$ cat src/rtl/anc_pkg.sv
`default_nettype none
// ============================================================================
// anc_pkg: shared sample types for the ANC audio-side bridge. Revision: 1.0
// ============================================================================
package anc_pkg;

  localparam int SAMPLE_W = 16;
  localparam int PAIR_W   = 2 * SAMPLE_W;

  typedef logic signed [SAMPLE_W-1:0] sample_t;

  typedef struct packed {
    sample_t x;
    sample_t e;
  } sample_pair_t;

endpackage
`default_nettype wire

$ cat src/rtl/anc_sync_fifo.sv
`default_nettype none
// ============================================================================
// anc_sync_fifo: single-clock FIFO, power-of-two depth. Revision: 1.0
// ============================================================================
module anc_sync_fifo #(
  parameter int DEPTH = 4,
  parameter int WIDTH = 32
) (
  input  logic                   clk,
  input  logic                   rst_n,
  input  logic                   push,
  input  logic                   pop,
  input  logic [WIDTH-1:0]       wdata,
  output logic [WIDTH-1:0]       rdata,
  output logic                   full,
  output logic                   empty,
  output logic [$clog2(DEPTH):0] level
);

  localparam int AW = $clog2(DEPTH);

  logic [WIDTH-1:0] mem_q [DEPTH];
  logic [AW:0]      wr_ptr_q;
  logic [AW:0]      rd_ptr_q;
  logic             do_push;
  logic             do_pop;

  // Extra pointer MSB distinguishes full from empty when the indices match.
  assign empty   = (wr_ptr_q == rd_ptr_q);
  assign full    = (wr_ptr_q[AW] != rd_ptr_q[AW]) && (wr_ptr_q[AW-1:0] == rd_ptr_q[AW-1:0]);
  assign level   = wr_ptr_q - rd_ptr_q;
  assign rdata   = mem_q[rd_ptr_q[AW-1:0]];
  assign do_pop  = pop && !empty;
  assign do_push = push && (!full || do_pop);

  always_ff @(posedge clk or negedge rst_n) begin
    if (!rst_n) begin
      wr_ptr_q <= '0;
      rd_ptr_q <= '0;
    end else begin
      if (do_push) wr_ptr_q <= wr_ptr_q + 1'b1;
      if (do_pop)  rd_ptr_q <= rd_ptr_q + 1'b1;
    end
  end

  always_ff @(posedge clk) begin
    if (do_push) mem_q[wr_ptr_q[AW-1:0]] <= wdata;
  end

endmodule
`default_nettype wire

$ cat src/rtl/anc_i2s_bridge.sv
`default_nettype none
// ============================================================================
// anc_i2s_bridge: I2S rx/tx to ANC core sample handshake bridge. Revision: 1.0
// ============================================================================
module anc_i2s_bridge
  import anc_pkg::*;
#(
  parameter int FIFO_DEPTH  = 4,
  parameter int SYNC_STAGES = 2
) (
  input  logic                          clk,
  input  logic                          rst_n,
  input  logic                          bclk,
  input  logic                          lrclk,
  input  logic                          sdin,
  output logic                          sdout,
  input  logic signed [SAMPLE_W-1:0]    a_cfg,
  input  logic signed [SAMPLE_W-1:0]    u_cfg,
  output logic                          anc_in_valid,
  input  logic                          anc_ready,
  output logic signed [SAMPLE_W-1:0]    anc_x,
  output logic signed [SAMPLE_W-1:0]    anc_e,
  output logic signed [SAMPLE_W-1:0]    anc_a,
  output logic signed [SAMPLE_W-1:0]    anc_u,
  input  logic signed [SAMPLE_W-1:0]    anc_out_sample,
  input  logic                          anc_out_valid,
  output logic [$clog2(FIFO_DEPTH):0]   fifo_level,
  output logic                          ovf,
  output logic                          urun,
  input  logic                          flag_clr
);

  localparam logic [1:0] RX_IDLE  = 2'd0;
  localparam logic [1:0] RX_DELAY = 2'd1;
  localparam logic [1:0] RX_SHIFT = 2'd2;
  localparam logic [1:0] RX_DONE  = 2'd3;
  localparam logic [4:0] TX_BITS  = 5'(SAMPLE_W);

  logic [SYNC_STAGES-1:0] bclk_sync_q, lr_sync_q, sd_sync_q;
  logic bclk_prev_q, lr_prev_q;
  logic bclk_s, lr_s, sd_s, bclk_rise, bclk_fall, lr_edge, lr_fall;

  always_ff @(posedge clk or negedge rst_n) begin
    if (!rst_n) begin
      bclk_sync_q <= '0;
      lr_sync_q   <= '0;
      sd_sync_q   <= '0;
      bclk_prev_q <= 1'b0;
      lr_prev_q   <= 1'b0;
    end else begin
      bclk_sync_q[0] <= bclk;
      lr_sync_q[0]   <= lrclk;
      sd_sync_q[0]   <= sdin;
      for (int i = 1; i < SYNC_STAGES; i++) begin
        bclk_sync_q[i] <= bclk_sync_q[i-1];
        lr_sync_q[i]   <= lr_sync_q[i-1];
        sd_sync_q[i]   <= sd_sync_q[i-1];
      end
      bclk_prev_q <= bclk_s;
      lr_prev_q   <= lr_s;
    end
  end

  assign bclk_s    = bclk_sync_q[SYNC_STAGES-1];
  assign lr_s      = lr_sync_q[SYNC_STAGES-1];
  assign sd_s      = sd_sync_q[SYNC_STAGES-1];
  assign bclk_rise = bclk_s & ~bclk_prev_q;
  assign bclk_fall = ~bclk_s & bclk_prev_q;
  assign lr_edge   = lr_s ^ lr_prev_q;
  assign lr_fall   = lr_edge & ~lr_s;

  logic [1:0]          rx_state_q, rx_state_d;
  logic [3:0]          rx_cnt_q, rx_cnt_d;
  logic [SAMPLE_W-2:0] rx_shift_q, rx_shift_d;
  logic                rx_chan_q, rx_chan_d;
  logic                pend_q, pend_d;
  sample_t             x_q, x_d;
  logic                push_q, push_d;
  sample_pair_t        pair_q, pair_d;
  logic [SAMPLE_W-1:0] rx_word;

  assign rx_word = {rx_shift_q, sd_s};

  always_comb begin
    rx_state_d = rx_state_q;
    rx_cnt_d   = rx_cnt_q;
    rx_shift_d = rx_shift_q;
    rx_chan_d  = rx_chan_q;
    pend_d     = pend_q;
    x_d        = x_q;
    push_d     = 1'b0;
    pair_d     = pair_q;
    if (lr_edge) begin
      rx_state_d = RX_DELAY;
      rx_cnt_d   = '0;
      rx_chan_d  = lr_s;
      // A new left word invalidates any x left over from a broken frame.
      if (!lr_s) pend_d = 1'b0;
    end else if (bclk_rise) begin
      case (rx_state_q)
        RX_DELAY: rx_state_d = RX_SHIFT;
        RX_SHIFT: begin
          rx_shift_d = rx_word[SAMPLE_W-2:0];
          rx_cnt_d   = rx_cnt_q + 4'd1;
          if (rx_cnt_q == 4'(SAMPLE_W-1)) begin
            rx_state_d = RX_DONE;
            if (!rx_chan_q) begin
              x_d    = rx_word;
              pend_d = 1'b1;
            end else if (pend_q) begin
              push_d   = 1'b1;
              pair_d.x = x_q;
              pair_d.e = rx_word;
              pend_d   = 1'b0;
            end
          end
        end
        default: ;
      endcase
    end
  end

  always_ff @(posedge clk or negedge rst_n) begin
    if (!rst_n) begin
      rx_state_q <= RX_IDLE;
      rx_cnt_q   <= '0;
      rx_shift_q <= '0;
      rx_chan_q  <= 1'b0;
      pend_q     <= 1'b0;
      x_q        <= '0;
      push_q     <= 1'b0;
      pair_q     <= '0;
    end else begin
      rx_state_q <= rx_state_d;
      rx_cnt_q   <= rx_cnt_d;
      rx_shift_q <= rx_shift_d;
      rx_chan_q  <= rx_chan_d;
      pend_q     <= pend_d;
      x_q        <= x_d;
      push_q     <= push_d;
      pair_q     <= pair_d;
    end
  end

  sample_pair_t fifo_rdata;
  logic         fifo_full, fifo_empty, pop;

  anc_sync_fifo #(
    .DEPTH (FIFO_DEPTH),
    .WIDTH (PAIR_W)
  ) u_fifo (
    .clk   (clk),
    .rst_n (rst_n),
    .push  (push_q),
    .pop   (pop),
    .wdata (pair_q),
    .rdata (fifo_rdata),
    .full  (fifo_full),
    .empty (fifo_empty),
    .level (fifo_level)
  );

  logic    in_valid_q, ovf_q, urun_q, fresh_q, sdout_q;
  sample_t anc_x_q, anc_e_q, anc_a_q, anc_u_q, hold_q, tx_word_q;
  logic [SAMPLE_W-1:0] tx_shift_q;
  logic [4:0]          tx_cnt_q;

  assign pop = !fifo_empty && anc_ready && !in_valid_q;

  always_ff @(posedge clk or negedge rst_n) begin
    if (!rst_n) begin
      in_valid_q <= 1'b0;
      anc_x_q    <= '0;
      anc_e_q    <= '0;
      anc_a_q    <= '0;
      anc_u_q    <= '0;
      ovf_q      <= 1'b0;
      urun_q     <= 1'b0;
      fresh_q    <= 1'b0;
      hold_q     <= '0;
      tx_word_q  <= '0;
      tx_shift_q <= '0;
      tx_cnt_q   <= TX_BITS;
      sdout_q    <= 1'b0;
    end else begin
      in_valid_q <= pop;
      if (pop) begin
        anc_x_q <= fifo_rdata.x;
        anc_e_q <= fifo_rdata.e;
      end
      anc_a_q <= a_cfg;
      anc_u_q <= u_cfg;
      ovf_q   <= (push_q && fifo_full && !pop) || (ovf_q && !flag_clr);
      urun_q  <= (lr_fall && !fresh_q) || (urun_q && !flag_clr);
      if (anc_out_valid) hold_q <= anc_out_sample;
      if (anc_out_valid)  fresh_q <= 1'b1;
      else if (lr_fall)   fresh_q <= 1'b0;
      if (lr_fall) tx_word_q <= hold_q;
      // The bclk fall coincident with a word-select change is the I2S delay slot.
      if (lr_edge) begin
        tx_shift_q <= lr_fall ? hold_q : tx_word_q;
        tx_cnt_q   <= '0;
        sdout_q    <= 1'b0;
      end else if (bclk_fall) begin
        if (tx_cnt_q != TX_BITS) begin
          sdout_q    <= tx_shift_q[SAMPLE_W-1];
          tx_shift_q <= {tx_shift_q[SAMPLE_W-2:0], 1'b0};
          tx_cnt_q   <= tx_cnt_q + 5'd1;
        end else begin
          sdout_q <= 1'b0;
        end
      end
    end
  end

  assign anc_in_valid = in_valid_q;
  assign anc_x        = anc_x_q;
  assign anc_e        = anc_e_q;
  assign anc_a        = anc_a_q;
  assign anc_u        = anc_u_q;
  assign ovf          = ovf_q;
  assign urun         = urun_q;
  assign sdout        = sdout_q;

endmodule
`default_nettype wire
$ cat config.mk
export PLATFORM = sky130hd
export DESIGN_NAME = anc_i2s_bridge
export DESIGN_NICKNAME = d
export VERILOG_FILES = /design/src/rtl/anc_pkg.sv /design/src/rtl/anc_sync_fifo.sv /design/src/rtl/anc_i2s_bridge.sv
export SDC_FILE = /design/constraint.sdc
export NUM_CORES = 1
export LEC_CHECK = 0
export ABC_AREA = 1
export CORE_MARGIN = 10
export CORE_UTILIZATION = 25
export DETAILED_ROUTE_END_ITERATION = 12
export PLACE_DENSITY = 0.52
export SYNTH_ARGS = -nofsm -noshare
export SYNTH_HDL_FRONTEND = slang
export SYNTH_SLANG_ARGS = --single-unit
$ cat constraint.sdc
create_clock -name clk -period 4.05 [get_ports clk]
set_input_delay 1.215 -clock clk [delete_from_list [all_inputs] [get_ports clk]]
set_output_delay 1.215 -clock clk [all_outputs]
set_load 0.01 [all_outputs]
==> reports/results.ini <==
[route]
vias_per_cell = 4.10
via_count = 8383
route.detailed.drc = 0
drt-pass1-iter-count = 4
wire_per_inst_um = 14.0
drtIter0Drc = 523
ant_nets = 0
routed_wl_um = 28700

[global_routing]
antenna_found_initial = 0
grt_max_degree = 69
grt.overflow.total = 0
grt_use_total = 0.0941
grt_pass1_wl_um = 46500
grt_pass1_vias = 8528

[cells_and_area]
syn_to_final_growth_pct = 24.9
final_cell_mix = 485 x nand2_1, 206 x dfrtp_1, 128 x edfxtp_1, 125 x clkdlybuf4s50_1, 93 x o21ai_0
seq_area_um2 = 9050
finalNetCount = 1403
final_common_cell = nand2_1
drive_above_1_share = 0.0842
stdcell_count = 2046
fillers = 5212
multiInputGateArea_um2 = 3380
largest_reg_flops = 128
post-route-util = 0.316
antennaDiodeCount = 0

[placed_design]
placedCellCount = 1974
place_congestion = 0.758
dpl.hpwl_um = 18100
numPortBuffers = 126

[die]
start_util = 0.253
die_h_um = 248
die_area_um2 = 61500
row_count = 83
core_um2 = 51400
num_io_pins = 127
die_x_um = 248

[setup_path]
critPathKind = reg2out
crit_required_ns = 2.83
cp-start-kind = flip-flop
cp_max_fo = 4
cp.arrival_ns = 2.37
endpoint_kind = output pin

[timing]
fin_worst_skew_ns = 0.0112
tightest_slew_ns = 0.924
rsz0062_at_grt = no
drv_slew = 0
setup_viol = 0
min_period_over_period = 0.885
fmax_mhz = 279
maxSlewHeadroom = 0.382
worst_hold_slack_ns = 0.336
fin_setup_tns_ns = 0
fin_crit_ns = 3.58
final_hold_viol_count = 0

[clock_network]
cts_tree = built
clk_pin_slew_ns = 0.06
clkSinkCount = 336
ctsHoldBuffers = 0
post-cts-setup-buffers = 0
numCtsBuffers = 39
cts.path.max_buffers = 3
cts-root-buf = clkbuf_16
ctsResizeCount = 0
clock_latency_ns = 0.55
htreeDepth = 2

[status]
outcome = completed

[power]
p_leak_nw = 7.40
power_switching_w = 0.00170
power_w = 0.00770
power.density_nw_per_um2 = 475
p_sw_frac = 0.221
ir_worst_vdd_v = 0.000266
seq_power_share = 0.479
internal_power_w = 0.00600
combPwrFrac = 0.049
clkPwrFrac = 0.472

[synthesis]
syn_area_um2 = 13000
synth_area_per_cell_um2 = 10.8
ys_seq_area_frac = 0.696
synth_cell_types = 36
syn_inst = 1208
synth_fp_nets = 1276
yosysWarnings = 0
synth-seq-cells = 336

[hold_path]
hp-class = reg2reg

[flow_run]
drv_cap = 0

==> metal layers <==
layer	GRT usage	vias up	part of all wire	wire length, um
met5	0	-	0	0
met4	0.0375	0	0.029	823
met3	0.0246	50	0.041	1170
met2	0.155	113	0.48	13900
met1	0.116	4044	0.45	12800
li1	-	4176	-	-
==> critical path: stages (launching register included) <==
cell and delay (ns):
dfrtp_1 0.40, inv_1 0.11, ha_1 0.20, fa_1 0.38
xor2_1 0.16, clkdlybuf4s50_1 0.58
==> power by group through the flow <==
stage                     sequential [W]  clock (W)  combinational (W)
after floorplan                  0.00375          0           0.000198
after global placement           0.00375          0           0.000384
after detailed placement         0.00375          0           0.000391
after CTS                        0.00369    0.00376           0.000393
after global routing             0.00370    0.00390           0.000439
final                            0.00369    0.00363           0.000380
==> final cells by class <==
class / instances / area share
inverters: 63 / 0.0147
clock buffers: 52 / 0.0669
multi-input cells: 756 / 0.208
flip-flops and latches: 336 / 0.558
clock inverters: 20 / 0.0153
repair buffers: 139 / 0.0848
well taps: 680 / 0.0524
==> stage by stage <==
step	area (um^2)	worst slack (ns)
2_1_floorplan	13000	0.578
3_3_place_gp	14900	0.820
3_5_place_dp	14900	0.812
4_1_cts	16200	0.411
5_1_grt	16200	0.341
6_report	16200	0.465
==> path summary, 6_finish.rpt <==
path | start | to | slack, ns | cells after the start
max | u_fifo.wr_ptr_q[0] | fifo_level[2] | 0.47 | 5
min | bclk_sync_q[0] | bclk_sync_q[1] | 0.34 | 0
max reg2reg | u_fifo.rd_ptr_q[1] | u_fifo.mem_q[1][4] | 1.13 | 9
min reg2reg | bclk_sync_q[0] | bclk_sync_q[1] | 0.34 | 0
max in group asynchronous | rst_n | tx_cnt_q[4] | 2.62 | 2
min in group asynchronous | rst_n | anc_x[5] | 0.60 | 1
==> synthesized netlist by cell type (all sizes together) <==
library cell	n	area [um^2]
o22ai	2	12.5
edfxtp	128	3840
nand2	491	1870
o21a	1	7.51
ha	11	138
and2	1	6.26
dfstp	1	26.3
clkinv	1	3.75
nand4	5	31.3
nor2	49	215
fa	1	20.0
o31ai	1	7.51
xor2	2	17.5
or2	3	18.8
clkbuf	12	47.6
dfrtp	207	5180
inv	62	235
o21ai	151	816
o211ai	1	7.51
buf	41	292
nand3	35	185
xnor2	1	8.76
a21o	1	7.51
==> kinds of logic (layout without fill, tap and decap cells) <==
kind of cell / Yosys count / in the layout / share of synthesized area
buf+inv: 116 / 274 / 0.0445
compound gates: 157 / 157 / 0.0661
flops: 336 / 336 / 0.696
xor+xnor: 3 / 3 / 0.00202
fa+ha+maj: 12 / 12 / 0.0121
simple gates: 584 / 584 / 0.179
Note: power is estimated with default switching activity, not from simulation.
